==> src/rtl/mem_access_stage_if.sv <==
// EX -> MEM handshake, data-memory port and MEM/WB register bundle for mem_access_stage.
// The master modport is the stage's view; slave is the surrounding pipeline/memory view.
interface mem_access_stage_if;
  logic        flush;
  logic        ex_valid;
  logic        ex_ready;
  logic [31:0] ex_inst;
  logic [31:0] ex_addr;
  logic [31:0] ex_store_data;
  logic        dmem_req;
  logic        dmem_we;
  logic [3:0]  dmem_be;
  logic [31:0] dmem_addr;
  logic [31:0] dmem_wdata;
  logic        dmem_ack;
  logic [31:0] dmem_rdata;
  logic        wb_valid;
  logic [31:0] wb_inst;
  logic [31:0] wb_mem_addr;
  logic [31:0] wb_mem_rdata;
  logic        wb_fault;

  modport master (
    input  flush, ex_valid, ex_inst, ex_addr, ex_store_data, dmem_ack, dmem_rdata,
    output ex_ready, dmem_req, dmem_we, dmem_be, dmem_addr, dmem_wdata,
           wb_valid, wb_inst, wb_mem_addr, wb_mem_rdata, wb_fault
  );

  modport slave (
    output flush, ex_valid, ex_inst, ex_addr, ex_store_data, dmem_ack, dmem_rdata,
    input  ex_ready, dmem_req, dmem_we, dmem_be, dmem_addr, dmem_wdata,
           wb_valid, wb_inst, wb_mem_addr, wb_mem_rdata, wb_fault
  );
endinterface

==> src/rtl/mem_access_stage.sv <==
// MEM-stage memory access unit: issues LDR/STR/LDRB/STRB on the data port, waits for a
// variable-latency ack (with optional timeout) and loads the MEM/WB register.
module mem_access_stage #(
  parameter bit          BIG_ENDIAN = 1'b0,
  parameter int unsigned TIMEOUT    = 16,
  parameter int unsigned CNT_W      = 5
) (
  input logic                clk,
  input logic                rst_n,
  mem_access_stage_if.master bus
);

  typedef enum logic {IDLE, ACCESS} state_t;

  state_t           state;
  logic [CNT_W-1:0] cnt;
  logic             squash;
  logic [31:0]      inst_r;
  logic [31:0]      addr_r;

  logic        accept;
  logic        is_sdt;
  logic        is_load;
  logic        is_byte;
  logic        timeout_hit;
  logic        kill;
  logic [3:0]  be_next;
  logic [31:0] wdata_next;

  always_comb begin
    accept      = bus.ex_valid & bus.ex_ready & ~bus.flush;
    is_sdt      = (bus.ex_inst[27:26] == 2'b01);
    is_load     = bus.ex_inst[20];
    is_byte     = bus.ex_inst[22];
    timeout_hit = (TIMEOUT != 0) && (cnt == CNT_W'(TIMEOUT - 1));
    // A flush arriving in the completion cycle squashes the retirement as well.
    kill        = squash | bus.flush;
    be_next     = is_byte ? (4'b0001 << bus.ex_addr[1:0]) : 4'hF;
    wdata_next  = '0;
    if (!is_load) begin
      if (is_byte)
        wdata_next = {4{bus.ex_store_data[7:0]}};
      else if (BIG_ENDIAN)
        wdata_next = {bus.ex_store_data[7:0],   bus.ex_store_data[15:8],
                      bus.ex_store_data[23:16], bus.ex_store_data[31:24]};
      else
        wdata_next = bus.ex_store_data;
    end
  end

  always_ff @(posedge clk or negedge rst_n) begin
    if (!rst_n) begin
      state            <= IDLE;
      cnt              <= '0;
      squash           <= 1'b0;
      inst_r           <= '0;
      addr_r           <= '0;
      bus.ex_ready     <= 1'b1;
      bus.dmem_req     <= 1'b0;
      bus.dmem_we      <= 1'b0;
      bus.dmem_be      <= '0;
      bus.dmem_addr    <= '0;
      bus.dmem_wdata   <= '0;
      bus.wb_valid     <= 1'b0;
      bus.wb_inst      <= '0;
      bus.wb_mem_addr  <= '0;
      bus.wb_mem_rdata <= '0;
      bus.wb_fault     <= 1'b0;
    end else begin
      bus.wb_valid <= 1'b0;
      unique case (state)
        IDLE: begin
          if (accept) begin
            cnt    <= '0;
            squash <= 1'b0;
            if (is_sdt) begin
              state          <= ACCESS;
              bus.ex_ready   <= 1'b0;
              bus.dmem_req   <= 1'b1;
              bus.dmem_we    <= ~is_load;
              bus.dmem_be    <= be_next;
              bus.dmem_addr  <= {bus.ex_addr[31:2], 2'b00};
              bus.dmem_wdata <= wdata_next;
              inst_r         <= bus.ex_inst;
              addr_r         <= bus.ex_addr;
            end else begin
              bus.wb_valid     <= 1'b1;
              bus.wb_inst      <= bus.ex_inst;
              bus.wb_mem_addr  <= bus.ex_addr;
              bus.wb_mem_rdata <= '0;
              bus.wb_fault     <= 1'b0;
            end
          end
        end
        ACCESS: begin
          if (bus.dmem_ack || timeout_hit) begin
            state        <= IDLE;
            bus.ex_ready <= 1'b1;
            bus.dmem_req <= 1'b0;
            if (!kill) begin
              bus.wb_valid     <= 1'b1;
              bus.wb_inst      <= inst_r;
              bus.wb_mem_addr  <= addr_r;
              bus.wb_mem_rdata <= (bus.dmem_ack && !bus.dmem_we) ? bus.dmem_rdata : '0;
              bus.wb_fault     <= ~bus.dmem_ack;
            end
          end else begin
            cnt <= cnt + CNT_W'(1);
            if (bus.flush) squash <= 1'b1;
          end
        end
        default: state <= IDLE;
      endcase
    end
  end

endmodule

==> src/flat_wrapper.sv <==
// flat-port wrapper written by rule: the top's interface ports become plain ports
module mem_access_stage_flat 
#(
  parameter bit          BIG_ENDIAN = 1'b0,
  parameter int unsigned TIMEOUT    = 16,
  parameter int unsigned CNT_W      = 5
)
  (clk, rst_n, bus_flush, bus_ex_valid, bus_ex_inst, bus_ex_addr, bus_ex_store_data, bus_dmem_ack, bus_dmem_rdata, bus_ex_ready, bus_dmem_req, bus_dmem_we, bus_dmem_be, bus_dmem_addr, bus_dmem_wdata, bus_wb_valid, bus_wb_inst, bus_wb_mem_addr, bus_wb_mem_rdata, bus_wb_fault);
  mem_access_stage_if bus_i ();
  input logic clk;
  input logic rst_n;
  input wire logic [$bits(bus_i.flush)-1:0] bus_flush;
  input wire logic [$bits(bus_i.ex_valid)-1:0] bus_ex_valid;
  input wire logic [$bits(bus_i.ex_inst)-1:0] bus_ex_inst;
  input wire logic [$bits(bus_i.ex_addr)-1:0] bus_ex_addr;
  input wire logic [$bits(bus_i.ex_store_data)-1:0] bus_ex_store_data;
  input wire logic [$bits(bus_i.dmem_ack)-1:0] bus_dmem_ack;
  input wire logic [$bits(bus_i.dmem_rdata)-1:0] bus_dmem_rdata;
  output wire logic [$bits(bus_i.ex_ready)-1:0] bus_ex_ready;
  output wire logic [$bits(bus_i.dmem_req)-1:0] bus_dmem_req;
  output wire logic [$bits(bus_i.dmem_we)-1:0] bus_dmem_we;
  output wire logic [$bits(bus_i.dmem_be)-1:0] bus_dmem_be;
  output wire logic [$bits(bus_i.dmem_addr)-1:0] bus_dmem_addr;
  output wire logic [$bits(bus_i.dmem_wdata)-1:0] bus_dmem_wdata;
  output wire logic [$bits(bus_i.wb_valid)-1:0] bus_wb_valid;
  output wire logic [$bits(bus_i.wb_inst)-1:0] bus_wb_inst;
  output wire logic [$bits(bus_i.wb_mem_addr)-1:0] bus_wb_mem_addr;
  output wire logic [$bits(bus_i.wb_mem_rdata)-1:0] bus_wb_mem_rdata;
  output wire logic [$bits(bus_i.wb_fault)-1:0] bus_wb_fault;
  assign bus_i.flush = bus_flush;
  assign bus_i.ex_valid = bus_ex_valid;
  assign bus_i.ex_inst = bus_ex_inst;
  assign bus_i.ex_addr = bus_ex_addr;
  assign bus_i.ex_store_data = bus_ex_store_data;
  assign bus_i.dmem_ack = bus_dmem_ack;
  assign bus_i.dmem_rdata = bus_dmem_rdata;
  assign bus_ex_ready = bus_i.ex_ready;
  assign bus_dmem_req = bus_i.dmem_req;
  assign bus_dmem_we = bus_i.dmem_we;
  assign bus_dmem_be = bus_i.dmem_be;
  assign bus_dmem_addr = bus_i.dmem_addr;
  assign bus_dmem_wdata = bus_i.dmem_wdata;
  assign bus_wb_valid = bus_i.wb_valid;
  assign bus_wb_inst = bus_i.wb_inst;
  assign bus_wb_mem_addr = bus_i.wb_mem_addr;
  assign bus_wb_mem_rdata = bus_i.wb_mem_rdata;
  assign bus_wb_fault = bus_i.wb_fault;
  mem_access_stage #(.BIG_ENDIAN(BIG_ENDIAN), .TIMEOUT(TIMEOUT), .CNT_W(CNT_W)) u_core (.clk(clk), .rst_n(rst_n), .bus(bus_i));
endmodule
==> config.mk <==
export PLATFORM = sky130hd
export DESIGN_NAME = mem_access_stage_flat
export DESIGN_NICKNAME = d
export VERILOG_FILES = /design/src/rtl/mem_access_stage_if.sv /design/src/rtl/mem_access_stage.sv /design/src/flat_wrapper.sv
export SDC_FILE = /design/constraint.sdc
export NUM_CORES = 1
export LEC_CHECK = 0
export ABC_CLOCK_PERIOD_IN_PS = 2760
export CAP_MARGIN = 20
export CORE_UTILIZATION = 30
export CTS_BUF_LIST = sky130_fd_sc_hd__clkbuf_4 sky130_fd_sc_hd__clkbuf_8
export CTS_CLUSTER_SIZE = 24
export DETAILED_ROUTE_END_ITERATION = 6
export GPL_TIMING_DRIVEN = 0
export HOLD_SLACK_MARGIN = 0.05
export PLACE_DENSITY = 0.65
export SYNTH_ARGS = -nofsm -noshare
export SYNTH_HDL_FRONTEND = slang
export SYNTH_SLANG_ARGS = --single-unit
==> constraint.sdc <==
create_clock -name clk -period 2.76 [get_ports clk]
set_input_delay 0.552 -clock clk [delete_from_list [all_inputs] [get_ports clk]]
set_output_delay 0.552 -clock clk [all_outputs]
set_load 0.005 [all_outputs]
==> results of run 1 <==
-- state kept, by name, summed over array words and instances (netlist names) --
name	cells
u_core.bus.dmem_wdata	32
u_core.bus.wb_mem_addr	32
u_core.bus.dmem_be	4
u_core.bus.wb_valid	1
u_core.bus.wb_mem_rdata	32
u_core.state	1
u_core.squash	1
u_core.bus.wb_fault	1
u_core.cnt	5
u_core.bus.dmem_we	1
u_core.addr_r	31
u_core.bus.wb_inst	32
u_core.inst_r	32
u_core.bus.dmem_addr	1
u_core.bus.dmem_req	1
u_core.bus.ex_ready	1
-- timing repair --
item,in CTS,in global routing
hold buffers,1,0
resized for setup,0,0
endpoints found under the hold margin,47,0
-- power by group through the flow --
stage | logic (mW) | clock network [mW] | registers, mW
finish | 0.391 | 3.42 | 3.05
global route | 0.430 | 3.69 | 3.05
CTS | 0.398 | 3.56 | 3.05
detailed placement | 0.393 | 0 | 3.11
global placement | 0.380 | 0 | 3.11
floorplan | 0.0946 | 0 | 3.11
-- logic make-up (layout without fill, tap and decap cells) --
logic type / count (synthesis) / after routing
fa+ha+maj: 2 / 2
simple gates: 96 / 96
other cells: 1 / 2
mux: 256 / 256
flops: 208 / 208
buf+inv: 111 / 483
compound gates: 44 / 44
-- worst min path at each step --
| stage | startpoint | endpoint | slack (ns) |
|---|---|---|---|
| floorplan | rst_n | u_core.addr_r[0]$_DFFE_PN0P_ | 0.26 |
| CTS | rst_n | u_core.bus.wb_inst[28]$_DFFE_PN0P_ | 0.47 |
| global route | u_core.inst_r[26]$_DFFE_PN0P_ | u_core.inst_r[26]$_DFFE_PN0P_ | 0.49 |
| global placement | u_core.inst_r[26]$_DFFE_PN0P_ | u_core.inst_r[26]$_DFFE_PN0P_ | 0.45 |
| detailed placement | u_core.inst_r[26]$_DFFE_PN0P_ | u_core.inst_r[26]$_DFFE_PN0P_ | 0.45 |
| finish | u_core.inst_r[26]$_DFFE_PN0P_ | u_core.inst_r[26]$_DFFE_PN0P_ | 0.46 |
-- cell usage after synthesis --
library cell / number / area share (%)
dfrtp_1: 207 / 53
mux2_2: 149 / 17
mux2_4: 75 / 12
nand2_1: 47 / 1.8
buf_4: 38 / 2.9
inv_1: 36 / 1.4
mux2i_1: 32 / 3.3
a21oi_1: 28 / 1.4
nand2b_1: 25 / 1.6
clkbuf_1: 18 / 0.69
buf_6: 11 / 1.3
buf_2: 8 / 0.41
nor2b_1: 8 / 0.51
o21ai_0: 7 / 0.36
nor2_1: 3 / 0.12
ha_1: 2 / 0.26
nand3_1: 2 / 0.10
a21bo_2: 1 / 0.10
a21o_1: 1 / 0.077
a22o_1: 1 / 0.090
a31oi_1: 1 / 0.064
a41oi_1: 1 / 0.090
and2_1: 1 / 0.064
and2b_1: 1 / 0.077
and3_1: 1 / 0.064
and3b_1: 1 / 0.090
and4bb_1: 1 / 0.13
conb_1: 1 / 0.038
dfstp_2: 1 / 0.27
nand2_2: 1 / 0.064
nand4bb_1: 1 / 0.12
nor3_1: 1 / 0.051
nor3b_1: 1 / 0.077
o21ai_1: 1 / 0.051
o22ai_1: 1 / 0.064
o2bb2ai_1: 1 / 0.090
o32ai_4: 1 / 0.28
or3_1: 1 / 0.064
or3b_1: 1 / 0.090
-- metrics by stage --
| step | util (%) | hold slack, ns |
|---|---|---|
| after floorplan | - | 0.256 |
| after global placement | 41.8 | 0.449 |
| after detailed placement | 42.0 | 0.451 |
| after CTS | 44.8 | 0.469 |
| after global routing | 44.8 | 0.495 |
| final | 44.8 | 0.464 |
-- layer usage --
| layer | up-vias | share of wire [%] |
|---|---|---|
| li1 | 3112 | - |
| met2 | 202 | 47 |
| met5 | - | 0 |
| met1 | 3259 | 44 |
| met4 | 0 | 2.8 |
| met3 | 56 | 6.2 |
-- final cells by class --
class	count	share of cell area (%)
repair buffers	300	21.3
inverters	36	0.948
clock inverters	11	0.992
plain buffers	75	3.62
clock buffers	61	5.32
well taps	435	3.82
multi-input cells	400	27.4
flip-flops and latches	208	36.5
==> impl_metrics.toml, run 1 <==
[outcome]
status = "complete, no violations"

[worst_setup_path]
crit_family = "compound AO/OA/AOI/OAI gates"
crit_path_cell_trace = "ha_1 > and3_1 > ha_1 > o21ai_1 > o32ai_4 > buf_2 > mux2_2"
startpoint = "u_core.cnt[0]$_DFFE_PN0P_"
r2r-start = "u_core.cnt[0]$_DFFE_PN0P_"
endpoint_kind = "register"
rr_worst_depth = 7
crit_fanout = 10
reg2reg_slack_ns = 0.27
critPathMaxStageDelay_ns = 0.51
path_buf_inv = 1
reg2reg_to = "u_core.bus.wb_inst[15]$_DFFE_PN0P_"
critPathKind = "reg2reg"
required_ns = 3.18
crit_cells = 7
crit_path_start_kind = "register"
slowest_stage = "o32ai_4"
endpoint = "u_core.bus.wb_inst[15]$_DFFE_PN0P_"
arrival_ns = 2.90
cp_common_cell = "ha_1"

[grt]
use_met2_pct = 25.0
use_met1_pct = 19.7
antenna_found_initial = 0
grt_max_degree = 101
track_usage_pct = 15.4
grt_pass1_wl_um = 40100
top_usage_layer = "met2"
grt_overflow = 0
gr-usage-met3_pct = 4.13
grt_pass1_vias = 7115

[power]
pwr-share-comb_pct = 5.7
irDropWorstVdd_v = 0.000328
pwr-share-seq_pct = 44.5
clockPowerShare_pct = 49.9
switchingPower_mw = 1.53
intPower_mw = 5.33
leakagePower_nw = 6.75
finalPower_mw = 6.86
power.density_nw_per_um2 = 481
swShare_pct = 22.3

[logic_synthesis]
synth-compound-area-share_pct = 2.70
synth_seq_cells = 208
ys_seq_area_share_pct = 53.3
yosysUniqueCellTypes = 39
synthMuxAreaShare_pct = 32.0
synth_warnings = 0
synthCells = 718
synth_area_um2 = 9770
synthAdderAreaFrac_pct = 0.256
synth_top_family_by_area = "multiplexers"
avgSynthCellArea_um2 = 13.6
synth_xor_xnor_area_share_pct = 0
yosys.area_share.simple_pct = 5.02

[final_layout]
drive_above_1_share_pct = 33.0
fin_area_um2 = 14300
area_delta_synth_final_pct = 46.0
antenna_cells = 0
layout_commonest_cell = "clkdlybuf4s50_1"
fillers = 2903
final_net_count = 1196
fin_cells = 1526
seqCellArea_um2 = 5210
multi_input_comb_area_um2 = 3910
final_cell_mix = "296 x clkdlybuf4s50_1, 207 x dfrtp_1, 149 x mux2_2, 75 x mux2_4, 48 x clkbuf_8"

[clocking]
cts_max_level = 2
cts_setup_buffers = 0
cts_tree = "built"
clk_pin_slew_ns = 0.06
cts_buffer_depth = 3
cts-buffers-inserted = 40
cts_num_sinks = 208
cts_root_buffer = "clkbuf_8"
worstSkewPairLatency_ns = 0.54

[route]
vias = 6629
totalWireLength_um = 25700
drt_iter0_markers = 157
drc = 0
first_pass_iters = 4
drt-wirelength-per-cell_um = 16.9
ant_nets = 0
avgViaCountPerCell = 4.34

[hold_path]
whs_path_depth = 1
hold_path.class = "reg2reg"

[timing]
fmax_ghz = 0.402
slew_headroom_pct = 46.5
worst_slack_ns = 0.271
drv_slew = 0
hold_viol_final = 0
fin_crit_ns = 2.49
setup_violations = 0
grt_setup_unrepaired = "no"
clock_skew_ns = 0.0172
fin_setup_tns_ns = 0
period_share_pct = 90.2
worstMarginPinSlew_ns = 0.803

[place]
placed_cells = 1453
placed_area_um2 = 13300
gp_congestion = 0.819
dpl.hpwl_um = 18100
post-place-ws_ns = 0.00562
placement.io_buffers = 297

[floorplan]
coreArea_um2 = 31800
fp.dieH_um = 182
start_util_pct = 30.7
dieArea_um2 = 33300
num_rows = 65
ios = 302
die_w_um = 182

[flow_run]
drv_cap = 0
Note: power is estimated with default switching activity, not from simulation.
==> run 2: changes to the inputs <==
Settings changed: CORE_UTILIZATION 30 to 49, GPL_TIMING_DRIVEN 0 to not set, PLACE_DENSITY 0.65 to 0.92.
==> impl_metrics.toml, run 2 (synthesis results as in run 1) <==
[outcome]
status = "complete, no violations"

[floorplan]
die_w_um = 143
dieArea_um2 = 20500
fp.dieH_um = 143
start_util_pct = 50.0
num_rows = 51
ios = 302
coreArea_um2 = 19500

[route]
totalWireLength_um = 24100
drt-wirelength-per-cell_um = 18.6
drt_iter0_markers = 359
drc = 0
vias = 6541
first_pass_iters = 4
avgViaCountPerCell = 5.05
ant_nets = 0

[timing]
period_share_pct = 88.0
fin_setup_tns_ns = 0
worstMarginPinSlew_ns = 0.568
clock_skew_ns = 0.0316
hold_slack_ns = 0.467
hold_viol_final = 0
fin_crit_ns = 2.43
grt_setup_unrepaired = "no"
drv_slew = 0
setup_violations = 0
fmax_ghz = 0.412
worst_slack_ns = 0.332
slew_headroom_pct = 62.1

[final_layout]
seqCellArea_um2 = 5210
antenna_cells = 0
fin_util_pct = 69.8
final_net_count = 1139
fin_cells = 1295
area_delta_synth_final_pct = 39.6
final_cell_mix = "298 x clkdlybuf4s50_1, 206 x dfrtp_1, 149 x mux2_2, 75 x mux2_4, 49 x clkbuf_8"
layout_commonest_cell = "clkdlybuf4s50_1"
fin_area_um2 = 13600
multi_input_comb_area_um2 = 3930
drive_above_1_share_pct = 30.7
fillers = 1340

[power]
leakagePower_nw = 6.47
finalPower_mw = 6.38
intPower_mw = 4.96
pwr-share-seq_pct = 47.8
irDropWorstVdd_v = 0.000418
switchingPower_mw = 1.42
pwr-share-comb_pct = 6.1
clockPowerShare_pct = 46.1
power.density_nw_per_um2 = 468
swShare_pct = 22.2

[grt]
grt_pass1_wl_um = 37500
antenna_found_initial = 0
track_usage_pct = 23.7
grt_overflow = 0
grt_pass1_vias = 6969
grt_max_degree = 74

[place]
post-place-ws_ns = 0.184
placed_cells = 1229
placement.io_buffers = 299
placed_area_um2 = 12900
dpl.hpwl_um = 16600
gp_congestion = 0.850

[clocking]
cts_resized = 0
cts_tree = "built"
cts_max_level = 2
clk_pin_slew_ns = 0.06
worstSkewPairLatency_ns = 0.51
cts_num_sinks = 208
cts_root_buffer = "clkbuf_8"
cts-buffers-inserted = 37
cts_buffer_depth = 3

[worst_setup_path]
crit_fanout = 53
endpoint_kind = "register"
slowest_stage = "dfrtp_1"
arrival_ns = 2.83
crit_path_cell_trace = "ha_1 > and3_1 > ha_1 > o21ai_1 > o32ai_4 > buf_12 > buf_4 > mux2i_1"
crit_family = "buffers and inverters"
crit_path_start_kind = "register"
required_ns = 3.17
critPathMaxStageDelay_ns = 0.40
cp_common_cell = "ha_1"
critPathKind = "reg2reg"
path_buf_inv = 2

[flow_run]
drv_cap = 0

[hold_path]
hold_path.class = "reg2reg"
## run 2: changes by cell type in the layout (fill, tap and decap cells not counted), moves of 4 or more
cell      change
buf_4        -25
clkbuf_1     -18
buf_6        -11
buf_12        +8
buf_2         -8
clkbuf_4      -4
## run 2: worst reg2reg max path, delay by kind of cell (launching register included)
family / cells / cell delay [ns]
adder cells (fa/ha/maj): 2 / 0.43
AND/OR/NAND/NOR: 1 / 0.18
flip-flops: 1 / 0.40
multiplexers: 1 / 0.21
buffers and inverters: 2 / 0.63
AO/OA/AOI/OAI: 2 / 0.48
## run 2: what timing repair did
action	in CTS	in global routing
buffers inserted	0	0
hold endpoints to repair	36	0
hold buffers	1	0
## run 2: per-layer routing
metal  up-vias  global-route usage [%]  share of wire (%)
met5         -                       0                  0
met4         0                    10.0                3.3
met1      3249                    28.5                 40
met3        58                    6.10                6.8
li1       2995                       -                  -
met2       239                    40.3                 50
## run 2: worst paths after layout
check                                                                to                           from  slack [ns]  depth (start not counted)
worst max-delay path            u_core.bus.wb_mem_rdata[30]$_DFFE_PN0P_      u_core.cnt[0]$_DFFE_PN0P_        0.33                          8
worst min-delay path                      u_core.inst_r[26]$_DFFE_PN0P_  u_core.inst_r[26]$_DFFE_PN0P_        0.47                          1
worst max register to register  u_core.bus.wb_mem_rdata[30]$_DFFE_PN0P_      u_core.cnt[0]$_DFFE_PN0P_        0.33                          8
worst min register to register            u_core.inst_r[26]$_DFFE_PN0P_  u_core.inst_r[26]$_DFFE_PN0P_        0.47                          1
max in group asynchronous        u_core.bus.wb_mem_addr[16]$_DFFE_PN0P_                          rst_n        1.48                          3
min in group asynchronous         u_core.bus.dmem_wdata[26]$_DFFE_PN0P_                          rst_n        0.53                          2
## run 2: power by group through the flow
stage               sequential (mW)  clock (mW)  combinational, mW
floorplan                      3.11           0             0.0946
global placement               3.11           0              0.381
detailed placement             3.11           0              0.390
CTS                            3.05        3.03              0.395
global route                   3.05        3.17              0.426
finish                         3.05        2.94              0.390
## run 2: final cells by class
type	instances	area share, %
clock inverter	8	0.312
multi-input combinational	400	28.8
tap	265	2.43
sequential	208	38.2
inverter	36	0.991
timing repair buffer	321	23.9
clock buffer	57	5.34
